**src/rtl/monopix_rx_pkg.sv**
```systemverilog
// monopix_rx_pkg
//   Shared types for the hit receive path: the deserialized hit layout
//   (t_data), the packed 32-bit output word (t_hit_word), the flavour IDs
//   and the 6-bit Gray-to-binary decoder used for the LE/TE timestamps.
package monopix_rx_pkg;

    localparam logic [1:0] FLAVOR_PMOS_NOSF = 2'd0;
    localparam logic [1:0] FLAVOR_PMOS      = 2'd1;
    localparam logic [1:0] FLAVOR_COMP      = 2'd2;
    localparam logic [1:0] FLAVOR_HV        = 2'd3;

    localparam int DATA_W = 27;
    localparam int HIT_W  = 32;

    // Deserializer output, MSB first: {col, te, le, row}
    typedef struct packed {
        logic [5:0] col;
        logic [5:0] te;
        logic [5:0] le;
        logic [8:0] row;
    } t_data;

    // Output word; te_f carries either te_bin or ToT depending on build
    typedef struct packed {
        logic [1:0] flavor;
        logic [5:0] col;
        logic [8:0] row;
        logic [5:0] le;
        logic [5:0] te_f;
        logic [2:0] pad;
    } t_hit_word;

    function automatic logic [5:0] gray2bin6(input logic [5:0] g);
        logic [5:0] b;
        b[5] = g[5];
        for (int i = 4; i >= 0; i--) begin
            b[i] = b[i+1] ^ g[i];
        end
        return b;
    endfunction

endpackage

```
**src/rtl/hit_rx_fifo_mem.sv**
```systemverilog
// hit_rx_fifo_mem
//   Show-ahead FIFO: DEPTH x W register array with wrapping pointers.
//   Ports:
//     clk, rst          clock, async active-high reset
//     wr_en, wr_data    write request; accepted unless full without a pop
//     rd_en             pop request; ignored while empty
//     rd_data           head entry (always driven from the array)
//     count/full/empty  occupancy status
module hit_rx_fifo_mem #(
    parameter int DEPTH = 16,
    parameter int W     = 32,
    localparam int AW   = $clog2(DEPTH),
    localparam int CW   = AW + 1
) (
    input  logic          clk,
    input  logic          rst,
    input  logic          wr_en,
    input  logic [W-1:0]  wr_data,
    input  logic          rd_en,
    output logic [W-1:0]  rd_data,
    output logic [CW-1:0] count,
    output logic          full,
    output logic          empty
);

    logic [DEPTH-1:0][W-1:0] mem_q, mem_d;
    logic [AW-1:0]           wr_ptr_q, wr_ptr_d;
    logic [AW-1:0]           rd_ptr_q, rd_ptr_d;
    logic [CW-1:0]           count_q, count_d;
    logic                    do_wr, do_rd;

    assign full  = (count_q == CW'(DEPTH));
    assign empty = (count_q == '0);

    // When full, a concurrent pop frees the head slot, which is exactly the
    // slot wr_ptr points at, so the write lands there as the new tail.
    assign do_rd = rd_en && !empty;
    assign do_wr = wr_en && (!full || do_rd);

    always_comb begin
        mem_d    = mem_q;
        wr_ptr_d = wr_ptr_q;
        rd_ptr_d = rd_ptr_q;
        count_d  = count_q;
        if (do_wr) begin
            mem_d[wr_ptr_q] = wr_data;
            wr_ptr_d        = wr_ptr_q + 1'b1;
        end
        if (do_rd) begin
            rd_ptr_d = rd_ptr_q + 1'b1;
        end
        case ({do_wr, do_rd})
            2'b10:   count_d = count_q + 1'b1;
            2'b01:   count_d = count_q - 1'b1;
            default: count_d = count_q;
        endcase
    end

    always_ff @(posedge clk or posedge rst) begin
        if (rst) begin
            mem_q    <= '0;
            wr_ptr_q <= '0;
            rd_ptr_q <= '0;
            count_q  <= '0;
        end else begin
            mem_q    <= mem_d;
            wr_ptr_q <= wr_ptr_d;
            rd_ptr_q <= rd_ptr_d;
            count_q  <= count_d;
        end
    end

    assign rd_data = mem_q[rd_ptr_q];
    assign count   = count_q;

endmodule

```
**src/rtl/hit_rx_fifo.sv**
```systemverilog
// hit_rx_fifo
//   Receives deserialized hits, Gray-decodes LE/TE, packs a 32-bit word
//   tagged with FLAVOR and buffers it in a show-ahead FIFO. Input has no
//   backpressure, so words arriving while full are counted as lost.
//   Build option: HIT_RX_TOT_EN puts ToT=(te-le) mod 64 in dout[8:3]
//   instead of the decoded TE.
//   Ports:
//     clk_out, reset              clock, async active-high reset
//     data_in, data_in_strobe     hit {col,te,le,row} with 1-cycle strobe
//     dout, dout_valid, dout_ready  head word, valid/ready handshake
//     fifo_count                  words stored
//     overflow, lost_cnt          sticky drop flag, saturating drop count
//     clear_lost                  clears overflow/lost_cnt (a drop wins)
module hit_rx_fifo
    import monopix_rx_pkg::*;
#(
    parameter logic [1:0] FLAVOR = 2'd0,
    parameter int         DEPTH  = 16,
    parameter int         LOST_W = 8
) (
    input  logic                     clk_out,
    input  logic                     reset,
    input  logic [26:0]              data_in,
    input  logic                     data_in_strobe,
    output logic [31:0]              dout,
    output logic                     dout_valid,
    input  logic                     dout_ready,
    output logic [$clog2(DEPTH):0]   fifo_count,
    output logic                     overflow,
    output logic [LOST_W-1:0]        lost_cnt,
    input  logic                     clear_lost
);

    t_data       din;
    t_hit_word   s1_word_q, s1_word_d;
    logic        s1_valid_q, s1_valid_d;
    logic        overflow_q, overflow_d;
    logic [LOST_W-1:0] lost_cnt_q, lost_cnt_d;
    logic [5:0]  le_bin, te_bin;
    logic        fifo_full, fifo_empty, pop, drop;

    assign din = t_data'(data_in);

    // Stage 1: decode and pack
    always_comb begin
        le_bin     = gray2bin6(din.le);
        te_bin     = gray2bin6(din.te);
        s1_valid_d = data_in_strobe;
        s1_word_d  = s1_word_q;
        if (data_in_strobe) begin
            s1_word_d.flavor = FLAVOR;
            s1_word_d.col    = din.col;
            s1_word_d.row    = din.row;
            s1_word_d.le     = le_bin;
`ifdef HIT_RX_TOT_EN
            s1_word_d.te_f   = te_bin - le_bin;  // wraps mod 64
`else
            s1_word_d.te_f   = te_bin;
`endif
            s1_word_d.pad    = 3'b000;
        end
    end

    // Stage 2: FIFO write; drop only when full with no pop this cycle
    assign pop  = dout_valid && dout_ready;
    assign drop = s1_valid_q && fifo_full && !pop;

    always_comb begin
        overflow_d = overflow_q;
        lost_cnt_d = lost_cnt_q;
        if (drop) begin
            overflow_d = 1'b1;
            if (clear_lost) begin
                lost_cnt_d = LOST_W'(1);
            end else if (lost_cnt_q != '1) begin
                lost_cnt_d = lost_cnt_q + 1'b1;
            end
        end else if (clear_lost) begin
            overflow_d = 1'b0;
            lost_cnt_d = '0;
        end
    end

    always_ff @(posedge clk_out or posedge reset) begin
        if (reset) begin
            s1_word_q  <= '0;
            s1_valid_q <= 1'b0;
            overflow_q <= 1'b0;
            lost_cnt_q <= '0;
        end else begin
            s1_word_q  <= s1_word_d;
            s1_valid_q <= s1_valid_d;
            overflow_q <= overflow_d;
            lost_cnt_q <= lost_cnt_d;
        end
    end

    hit_rx_fifo_mem #(
        .DEPTH (DEPTH),
        .W     (HIT_W)
    ) u_mem (
        .clk     (clk_out),
        .rst     (reset),
        .wr_en   (s1_valid_q),
        .wr_data (s1_word_q),
        .rd_en   (pop),
        .rd_data (dout),
        .count   (fifo_count),
        .full    (fifo_full),
        .empty   (fifo_empty)
    );

    assign dout_valid = !fifo_empty;
    assign overflow   = overflow_q;
    assign lost_cnt   = lost_cnt_q;

endmodule

```
**config.mk**
```make
export PLATFORM = sky130hd
export DESIGN_NAME = hit_rx_fifo
export DESIGN_NICKNAME = d
export VERILOG_FILES = /design/src/rtl/monopix_rx_pkg.sv /design/src/rtl/hit_rx_fifo_mem.sv /design/src/rtl/hit_rx_fifo.sv
export SDC_FILE = /design/constraint.sdc
export NUM_CORES = 1
export LEC_CHECK = 0
export BUFFER_PORTS_ARGS = -buffer_cell sky130_fd_sc_hd__buf_2
export CAP_MARGIN = 20
export CORE_MARGIN = 3
export CORE_UTILIZATION = 60
export DETAILED_ROUTE_END_ITERATION = 6
export PLACE_DENSITY = 0.82
export SLEW_MARGIN = 20
export SYNTH_ARGS = -nofsm -noshare
export SYNTH_HDL_FRONTEND = slang
export SYNTH_SLANG_ARGS = --single-unit
```
**constraint.sdc**
```tcl
create_clock -name clk_out -period 40.1 [get_ports clk_out]
set_input_delay 6.015 -clock clk_out [delete_from_list [all_inputs] [get_ports clk_out]]
set_output_delay 6.015 -clock clk_out [all_outputs]
set_load 0.01 [all_outputs]
```
---- After elaboration in Yosys (flattened, before gate mapping) ----
Index checks and enable logic that the tools add are counted.
operators by class
  $add $sub $neg .......................... 5
  order comparisons ....................... 3
  eq/ne operators ......................... 4
  muxes and demuxes ....................... 12
  bitwise gates (word level) .............. 10
  reduce and logical (&&, ||, !) cells .... 15
operators with widths
  cell                                                                   number
  512-bit bitwise mux                                                    1
  32-bit binary-select mux with 4-bit select                             1
  32-bit demux with 4-bit select                                         1
  32-bit two-way mux                                                     2
  8-bit two-way mux                                                      4
  4-bit by 5-bit < comparator with 1-bit output, second input constant   2
  5-bit one-hot mux with 2 select lines                                  1
  1-bit XOR                                                              10
  4-bit by 1-bit adder with 4-bit output, second input constant          2
  8-bit by 1-bit adder with 8-bit output, second input constant          1
  8-bit != test, second input constant                                   1
  1-bit logical AND                                                      6
  2-bit nonzero test                                                     3
  5-bit by 1-bit adder with 5-bit output, second input constant          1
  5-bit equality test, second input constant                             1
  5-bit logical NOT                                                      1
  5-bit by 1-bit subtractor with 5-bit output, second input constant     1
  4-bit by 1-bit >= comparator with 1-bit output, second input constant  1
  1-bit logical NOT                                                      3
  2-bit by 1-bit equality test with 1-bit output, second input constant  1
  2-bit equality test, second input constant                             1
  1-bit two-way mux                                                      2
  2-bit AND reduction                                                    1
  1-bit logical OR                                                       1
storage, ports and cells
  bits in registers ....................... 562
  word-level logic and storage cells ...... 75

---- Longest topological paths before layout ----
Gate-level depths: netlist of run 1.
  depth after elaboration ................. 8
  depth in mapped cells ................... 12
  gate-level depth less buffers ........... 9

---- Cells and area by module ----
A second synthesis of run 1 with hierarchy kept.
unflattened totals
  cells, all modules ...................... 1605
  area, all modules ....................... 25189.2 µm²
by module, submodules not included
  module           times used  cells an instance  area each (µm²)  seq. area each (µm²)
  hit_rx_fifo_mem  1           1474               23536.3          13137.6
  hit_rx_fifo      1           131                1652.8           925.9

---- Worst setup path after synthesis of run 1 ----
Ideal clock, no wire load.
  kind .................................... reg2out
  start ................................... register u_mem.rd_ptr_q[1]
  end ..................................... output port dout[10]
  arrival time ............................ 2.087 ns
  required time ........................... 34.085 ns
  slack ................................... 31.998 ns
  cell stages (with the launch flop) ...... 7
  buffers on the path ..................... 3
  path through ............................ dfrtp_1 -> clkbuf_1 -> clkbuf_1 -> clkbuf_1 -> mux4_2 -> a22oi_1 -> nand2_1
on the way
  longest elaborated chain between the ends .. 2
RTL lines
  what                                        RTL line               source
  from (decl)                                 hit_rx_fifo_mem.sv:28  logic [AW-1:0] rd_ptr_q, rd_ptr_d;
  from (signal assigned)                      hit_rx_fifo_mem.sv:68  rd_ptr_q <= rd_ptr_d;
  32-bit binary-select mux with 4-bit select  hit_rx_fifo_mem.sv:73  assign rd_data = mem_q[rd_ptr_q];
  32-bit two-way mux (implied by the code)    hit_rx_fifo_mem.sv:73
  to (decl)                                   hit_rx_fifo.sv:25      output logic [31:0] dout,
Every way passes these cells. The select of a mux whose other input is x is not followed.

---- Worst setup path after layout of run 1 ----
  start ................................... register u_mem.rd_ptr_q[1]
  end ..................................... output port dout[17]
Same word-level chain as after synthesis.

==> out/qor.txt, run 1 <==
Root Buffer: clkbuf_16
H-Tree Level Count: 2
Number of synthesized register bits: 482
CTS max path bufs: 3
DR WL/cell: 25.4 um
Number of cells on the critical path: 5
Chip width: 196 um
Die Y: 196 um
Clk_lat worst skew: 580 ps
Slew margin rel.: 17.6%
N_diodes: 0
Ys Warns: 0
R2R depth: 4
Leak: 10.6 nW
Final-report setup violation count: 0
Crit end category: output pin
Final min period: 9560 ps
CP max FO: 64
Worst setup SP type: flip-flop
Antenna Nets Post-Route: 0
Layout cells sized above 1: 52.6%
Total CTS buffers: 49
Cell count after synthesis: 1387
Vias in the first global route: 12900
Family with the most delay on the worst path: flip-flops
Synthesized area per cell: 15.7 um2
Initial antenna violation count: 1
Power per cell area: 85.8 mW/mm2
Critical path type: reg2out
Post-CTS Hold Buffers: 0
Hold Crit Class: reg2reg
Clk_skew: 12.7 ps
Vias/cell: 6.34
Cell variety after synth: 52
RSZ-0062 raised after global routing: no
Fill cells: 2392
Final Cycle Share: 23.8%
Global-route wire length before repair: 76900 um
Ys async rst share: 100%
Mapped cell area: 0.0218 mm2
DR DRC count: 0
Vias: 12200
# Post-CTS Setup Buffers: 0
Dominant cells by area after synthesis: dfrtp_1 55%, mux2_2 24%, mux4_2 11%, a22oi_1 1.9%, buf_2 0.92%
Row count: 69
Core area: 0.0357 mm2
Critical path cell sequence: buf_4 > mux4_2 > a22oi_1 > nand2_1 > buf_2
Post-synth top cells: 482 x dfrtp_1, 455 x mux2_2, 108 x mux4_2
Register area share after synthesis: 55.5%
Number of synthesized flops with an enable pin: 0
CP bufs+invs: 2
Status: finished clean
Port Buffers: 73
Slowest cell on the critical path: dfrtp_4
Worst-path clk slew: 60 ps
Resize count post-CTS: 0
Setup TNS: 0 ps
DR iter-0 viols: 779
Worst-margin pin slew: 1230 ps
Die area: 0.0386 mm2
Layout net count: 1469
Top Ports: 79
Max_cap viols: 0
HPWL after DPL: 26000 um
Total track usage: 25.9%
Synth-to-layout area growth: 11.8%
DR pass1 iterations: 5
Hold depth: 1
Largest net degree at the start of global routing: 125
Slew Limit Fails: 0
Total grt overflow: 0
Multi-input gate area: 0.00924 mm2
Ys flop type: dfrtp_1
Clock sinks: 482
Worst EP arrival: 3540 ps
Largest stage delay, worst path: 1110 ps
Count leader, synth: dfrtp_1
Post-DP Area: 0.0225 mm2
Cell taking the most area after synthesis: dfrtp_1
DRT Wirelength: 49000 um
Gpl congestion: 0.745
FF/Latch Area: 0.0121 mm2
Share of the synthesized area in the top cell type: 55.5%
Maximum VDD drop: 0.0666 mV
Final instance area: 0.0243 mm2
Final hold vios: 0
Initial Util: 61.0%
CP required: 34080 ps
Fmax: 105 MHz
TritonCTS clock tree: built
-- power by group --
| part | internal, mW | total, mW | switching (mW) |
|---|---|---|---|
| Clock | 0.308 | 0.499 | 0.191 |
| Sequential | 0.708 | 0.868 | 0.160 |
| Combinational | 0.422 | 0.719 | 0.297 |
| Total | 1.44 | 2.09 | 0.647 |
-- flip-flops by register name (all words and copies together), names as in the netlist --
name / cells
s1_word_q: 27
u_mem.wr_ptr_q: 4
overflow: 1
u_mem.mem_q: 432
u_mem.count: 5
s1_valid_q: 1
lost_cnt: 8
u_mem.rd_ptr_q: 4
-- area by class of cell --
class / count / share of cell area [%]
well taps: 461 / 2.37
clock inverters: 19 / 1.25
repair buffers: 98 / 2.46
flip-flops and latches: 482 / 49.7
clock buffers: 73 / 6.13
inverters: 7 / 0.139
multi-input cells: 790 / 38.0
-- cells by family (layout without fill, tap and decap cells) --
logic type	Yosys count	after routing	synth area share [%]
xor+xnor	24	24	1.09
compound gates	87	87	2.82
other cells	1	5	0.0172
fa+ha+maj	9	9	0.518
buf+inv	119	197	2.57
flops	482	482	55.5
simple gates	101	101	2.73
mux	564	564	34.8
-- stage by stage --
step | instances | setup WS [ps] | util, % | hold WS [ps] | total power [mW]
final | 1930 | 30540 | 68.2 | 491 | 2.09
after detailed placement | 1836 | 30660 | 63.0 | 481 | 1.59
after global placement | 1835 | 30700 | 63.0 | 467 | 1.55
after global routing | 1930 | 30330 | 68.2 | 513 | 2.19
after floorplan | 1391 | 20640 | - | 453 | 1.38
after CTS | 1928 | 30030 | 68.0 | 496 | 2.09
-- per-layer routing --
| layer | share of wire, % | vias to the layer above | track usage [%] |
|---|---|---|---|
| li1 | - | 5234 | - |
| met1 | 44 | 6564 | 37.4 |
| met2 | 49 | 352 | 41.6 |
| met3 | 5.4 | 86 | 4.07 |
| met4 | 2.4 | 2 | 7.76 |
| met5 | 0.014 | - | 0 |
-- layout by cell type (no fill, tap or decap), types with 3 or more instances in the layout --
| master | netlist | layout |
|---|---|---|
| nor2_1 | 13 | 12 |
| dfrtp_1 | 482 | 480 |
| a21oi_1 | 13 | 13 |
| xor2_1 | 12 | 12 |
| nor3_1 | 3 | 3 |
| buf_6 | 5 | 3 |
| clkbuf_8 | 0 | 13 |
| mux4_2 | 108 | 108 |
| clkbuf_1 | 53 | 9 |
| clkinv_2 | 0 | 9 |
| ha_1 | 9 | 9 |
| nand3_1 | 6 | 6 |
| nor3_4 | 0 | 8 |
| bufinv_16 | 0 | 8 |
| o21ai_0 | 4 | 4 |
| nand2_2 | 0 | 4 |
| nor4b_4 | 2 | 4 |
| a22oi_1 | 54 | 54 |
| xnor2_1 | 10 | 10 |
| buf_4 | 5 | 20 |
| buf_2 | 40 | 73 |
| mux2_2 | 455 | 455 |
| nand2_1 | 40 | 36 |
| clkbuf_16 | 0 | 51 |
| inv_1 | 7 | 6 |
| nand2b_1 | 3 | 3 |
| conb_1 | 1 | 5 |
| o31ai_1 | 3 | 3 |
-- worst paths after layout --
| check | start | end | slack [ps] |
|---|---|---|---|
| max | u_mem.rd_ptr_q[1] | dout[17] | 30540 |
| min | overflow | overflow | 490 |
| max reg2reg | u_mem.wr_ptr_q[2] | u_mem.mem_q[110] | 36980 |
| min reg2reg | overflow | overflow | 490 |
| max in group asynchronous | reset | u_mem.mem_q[202] | 32320 |
| min in group asynchronous | reset | u_mem.mem_q[355] | 5590 |
Note: power is estimated with default switching activity, not from simulation.
==> run 2, diff against run 1 <==
--- a/config.mk
+++ b/config.mk
@@ -5,12 +5,13 @@
 export SDC_FILE = /design/constraint.sdc
 export NUM_CORES = 1
 export LEC_CHECK = 0
+export ABC_AREA = 1
 export BUFFER_PORTS_ARGS = -buffer_cell sky130_fd_sc_hd__buf_2
 export CAP_MARGIN = 20
 export CORE_MARGIN = 3
-export CORE_UTILIZATION = 60
+export CORE_UTILIZATION = 56
 export DETAILED_ROUTE_END_ITERATION = 6
-export PLACE_DENSITY = 0.82
+export PLACE_DENSITY = 0.8
 export SLEW_MARGIN = 20
 export SYNTH_ARGS = -nofsm -noshare
 export SYNTH_HDL_FRONTEND = slang
==> constraint.sdc (replaced) <==
create_clock -name clk_out -period 7.65 [get_ports clk_out]
set_input_delay 1.1475 -clock clk_out [delete_from_list [all_inputs] [get_ports clk_out]]
set_output_delay 1.1475 -clock clk_out [all_outputs]
set_load 0.01 [all_outputs]
==> run 2 against run 1 <==
Compared with the run above: wire length rose by 22%; final cell count rose by 65%; clock power rose to 4.7 times the previous value; core utilization fell by 7.6 points; via count rose by 55%; hold slack got worse by 23 ps; sequential share of layout area rose by 0.24 points; total power rose to 5.1 times the previous value; register-to-register slack got worse by 32000 ps; combinational power rose to 5.5 times the previous value; synthesized area rose by 4.3%; sequential power rose to 4.9 times the previous value.
==> out/qor.txt, run 2 <==
Status: finished clean
Leak: 11.5 nW (+9.1%)
DR DRC count: 0 (unchanged)
Global-route wire length before repair: 96800 um (+26%)
Layout Cells excl Fill: 3185 (+65%)
Post-CTS Hold Buffers: 0 (unchanged)
Fill cells: 3362 (+41%)
Top Ports: 79 (unchanged)
Final hold vios: 0 (unchanged)
Clock sinks: 482 (unchanged)
CP max FO: 120 (+88%)
Dominant cells by area after synthesis: dfrtp_1 53%, nand2_1 10%, o21ai_0 7.2%, o21ai_1 5.3%, nor2_1 5.1%
Clk_lat worst skew: 560 ps (-20 ps)
Initial Util: 56.8% (-4.2 points)
Crit end category: output pin
Multi-input gate area: 0.00895 mm2 (-3.2%)
Ys flop type: dfrtp_1
Count leader, synth: nand2_1
Hold Slack: 468 ps (-23.0 ps)
Leading cell type in the layout, fill and taps excluded: nand2_1
Number of synthesized flops with an enable pin: 0 (unchanged)
Final min period: 5010 ps
Ys async rst share: 100% (unchanged)
Worst EP arrival: 3860 ps (+320 ps)
Register area share after synthesis: 53.2% (-2.3 points)
Initial antenna violation count: 0 (-1)
Core area: 0.0399 mm2 (+12%)
Clk_skew: 9.11 ps (-3.61 ps)
H-Tree Level Count: 2 (unchanged)
Resize count post-CTS: 0 (unchanged)
DR iter-0 viols: 2267 (+190%)
Post-DP Area: 0.0226 mm2 (+0.67%)
N_diodes: 0 (unchanged)
# Post-CTS Setup Buffers: 0 (unchanged)
Critical path type: reg2out
Vias/cell: 5.96 (-5.9%)
Total CTS buffers: 48 (-2.0%)
Cell taking the most area after synthesis: dfrtp_1
Worst setup SP type: flip-flop
Row count: 73 (+5.8%)
Worst-margin pin slew: 1100 ps (-135 ps)
Share of the synthesized area in the top cell type: 53.2% (-2.3 points)
Port Buffers: 73 (unchanged)
Setup TNS: 0 ps (unchanged)
Worst slack, placed: 3420 ps (-27240 ps)
Vias: 19000 (+55%)
Die Y: 207 um (+5.5%)
Max FFs per register: 432 (unchanged)
FF/Latch Area: 0.0121 mm2 (about the same)
Largest net degree at the start of global routing: 179 (+43%)
Fmax: 200 MHz
Die area: 0.0430 mm2 (+11%)
Max_cap viols: 0 (unchanged)
Final Cycle Share: 65.5%
Final Power: 10.6 mW (+410%)
DR pass1 iterations: 6 (+1)
Vias in the first global route: 18300 (+42%)
Total grt overflow: 0 (unchanged)
Synthesized area per cell: 8.41 um2 (-46%)
Slew Limit Fails: 0 (unchanged)
Ys Warns: 0 (unchanged)
Cell variety after synth: 37 (-29%)
Final WS setup: 2640 ps (-27900 ps)
Total track usage: 27.4% (+1.6 points)
Chip width: 207 um (+5.5%)
Highest-count cells in the layout ignoring fill and taps: 615 x nand2_1, 479 x dfrtp_1, 328 x o21ai_0
Post-synth top cells: 616 x nand2_1, 482 x dfrtp_1, 328 x o21ai_0
HPWL after DPL: 33000 um (+27%)
Power per cell area: 438 mW/mm2 (+410%)
Synth-to-layout area growth: 6.65%
DRT Wirelength: 59600 um (+22%)
Worst-path clk slew: 60 ps (about the same)
TritonCTS clock tree: built
CP required: 6500 ps (-27580 ps)
Final instance area: 0.0242 mm2 (-0.47%)
RSZ-0062 raised after global routing: no
Final-report setup violation count: 0 (unchanged)
Placed cells: 3098 (+69%)
CTS max path bufs: 3 (unchanged)
Layout net count: 2664 (+81%)
Fin util: 60.6% (-7.6 points)
Cell count after synthesis: 2698 (+95%)
Hold Crit Class: reg2reg
Slew margin rel.: 26.8% (+9.2 points)
Mapped cell area: 0.0227 mm2 (+4.3%)
Antenna Nets Post-Route: 0 (unchanged)
Gpl congestion: 0.824 (+11%)
Layout cells sized above 1: 7.78% (-45 points)
Number of synthesized register bits: 482 (unchanged)
DR WL/cell: 18.7 um (-26%)
Largest Register: u_mem.mem_q
Maximum VDD drop: 0.367 mV (+450%)
Root Buffer: clkbuf_16
-- run 2: worst paths after layout --
check                                  start                to  slack, ps  cells past startpoint
setup / recovery           u_mem.rd_ptr_q[0]          dout[20]       2640                      9
hold / removal              u_mem.mem_q[390]  u_mem.mem_q[390]        470                      2
setup reg to reg              u_mem.count[4]  u_mem.mem_q[234]       4720                      6
hold reg to reg             u_mem.mem_q[390]  u_mem.mem_q[390]        470                      2
max in group asynchronous              reset   u_mem.mem_q[22]       5310                      4
min in group asynchronous              reset     s1_word_q[19]        720                      2
-- run 2: where the power goes --
group	total, mW	internal (mW)	switching, mW
clock	2.36	1.38	0.978
sequential	4.28	3.58	0.705
combinational	3.95	1.35	2.61
-- run 2: worst max-delay path: stages (launching register included) --
cell and delay (ps):
dfrtp_4 750, inv_6 870, buf_4 640, nor2_1 110, nor2_1 140, o21ai_0 120, o211ai_1 150, o211ai_1 130
nand2_1 110, buf_2 140
-- run 2: cells by family (layout without fill, tap and decap cells) --
logic type                 after synthesis  count (layout)  synth area share (%)
xor gates and xnor gates                11              11                 0.425
DFF                                    482             482                  53.2
and+or+nand+nor                       1116            1116                  20.6
buffers and inverters                  328             286                  7.46
AOI/OAI and AO/OA                      751             751                  17.8
other                                    1               5                0.0165
adders and majority gates                9               9                 0.496
-- run 2: cell type report --
| cell class | count | area share (%) |
|---|---|---|
| well taps | 525 | 2.72 |
| multi-input cells | 1892 | 37.0 |
| clock buffers | 73 | 6.02 |
| repair buffers | 89 | 2.11 |
| flip-flops and latches | 482 | 49.9 |
| inverters | 110 | 1.74 |
| clock inverters | 14 | 0.533 |
-- run 2: per-layer routing --
| metal | vias up | GRT usage [%] | share of wire (%) |
|---|---|---|---|
| li1 | 8753 | - | - |
| met2 | 840 | 44.3 | 47 |
| met3 | 164 | 4.58 | 8.9 |
| met4 | 0 | 10.0 | 3.3 |
| met5 | - | 0 | 0 |
| met1 | 9240 | 37.8 | 41 |
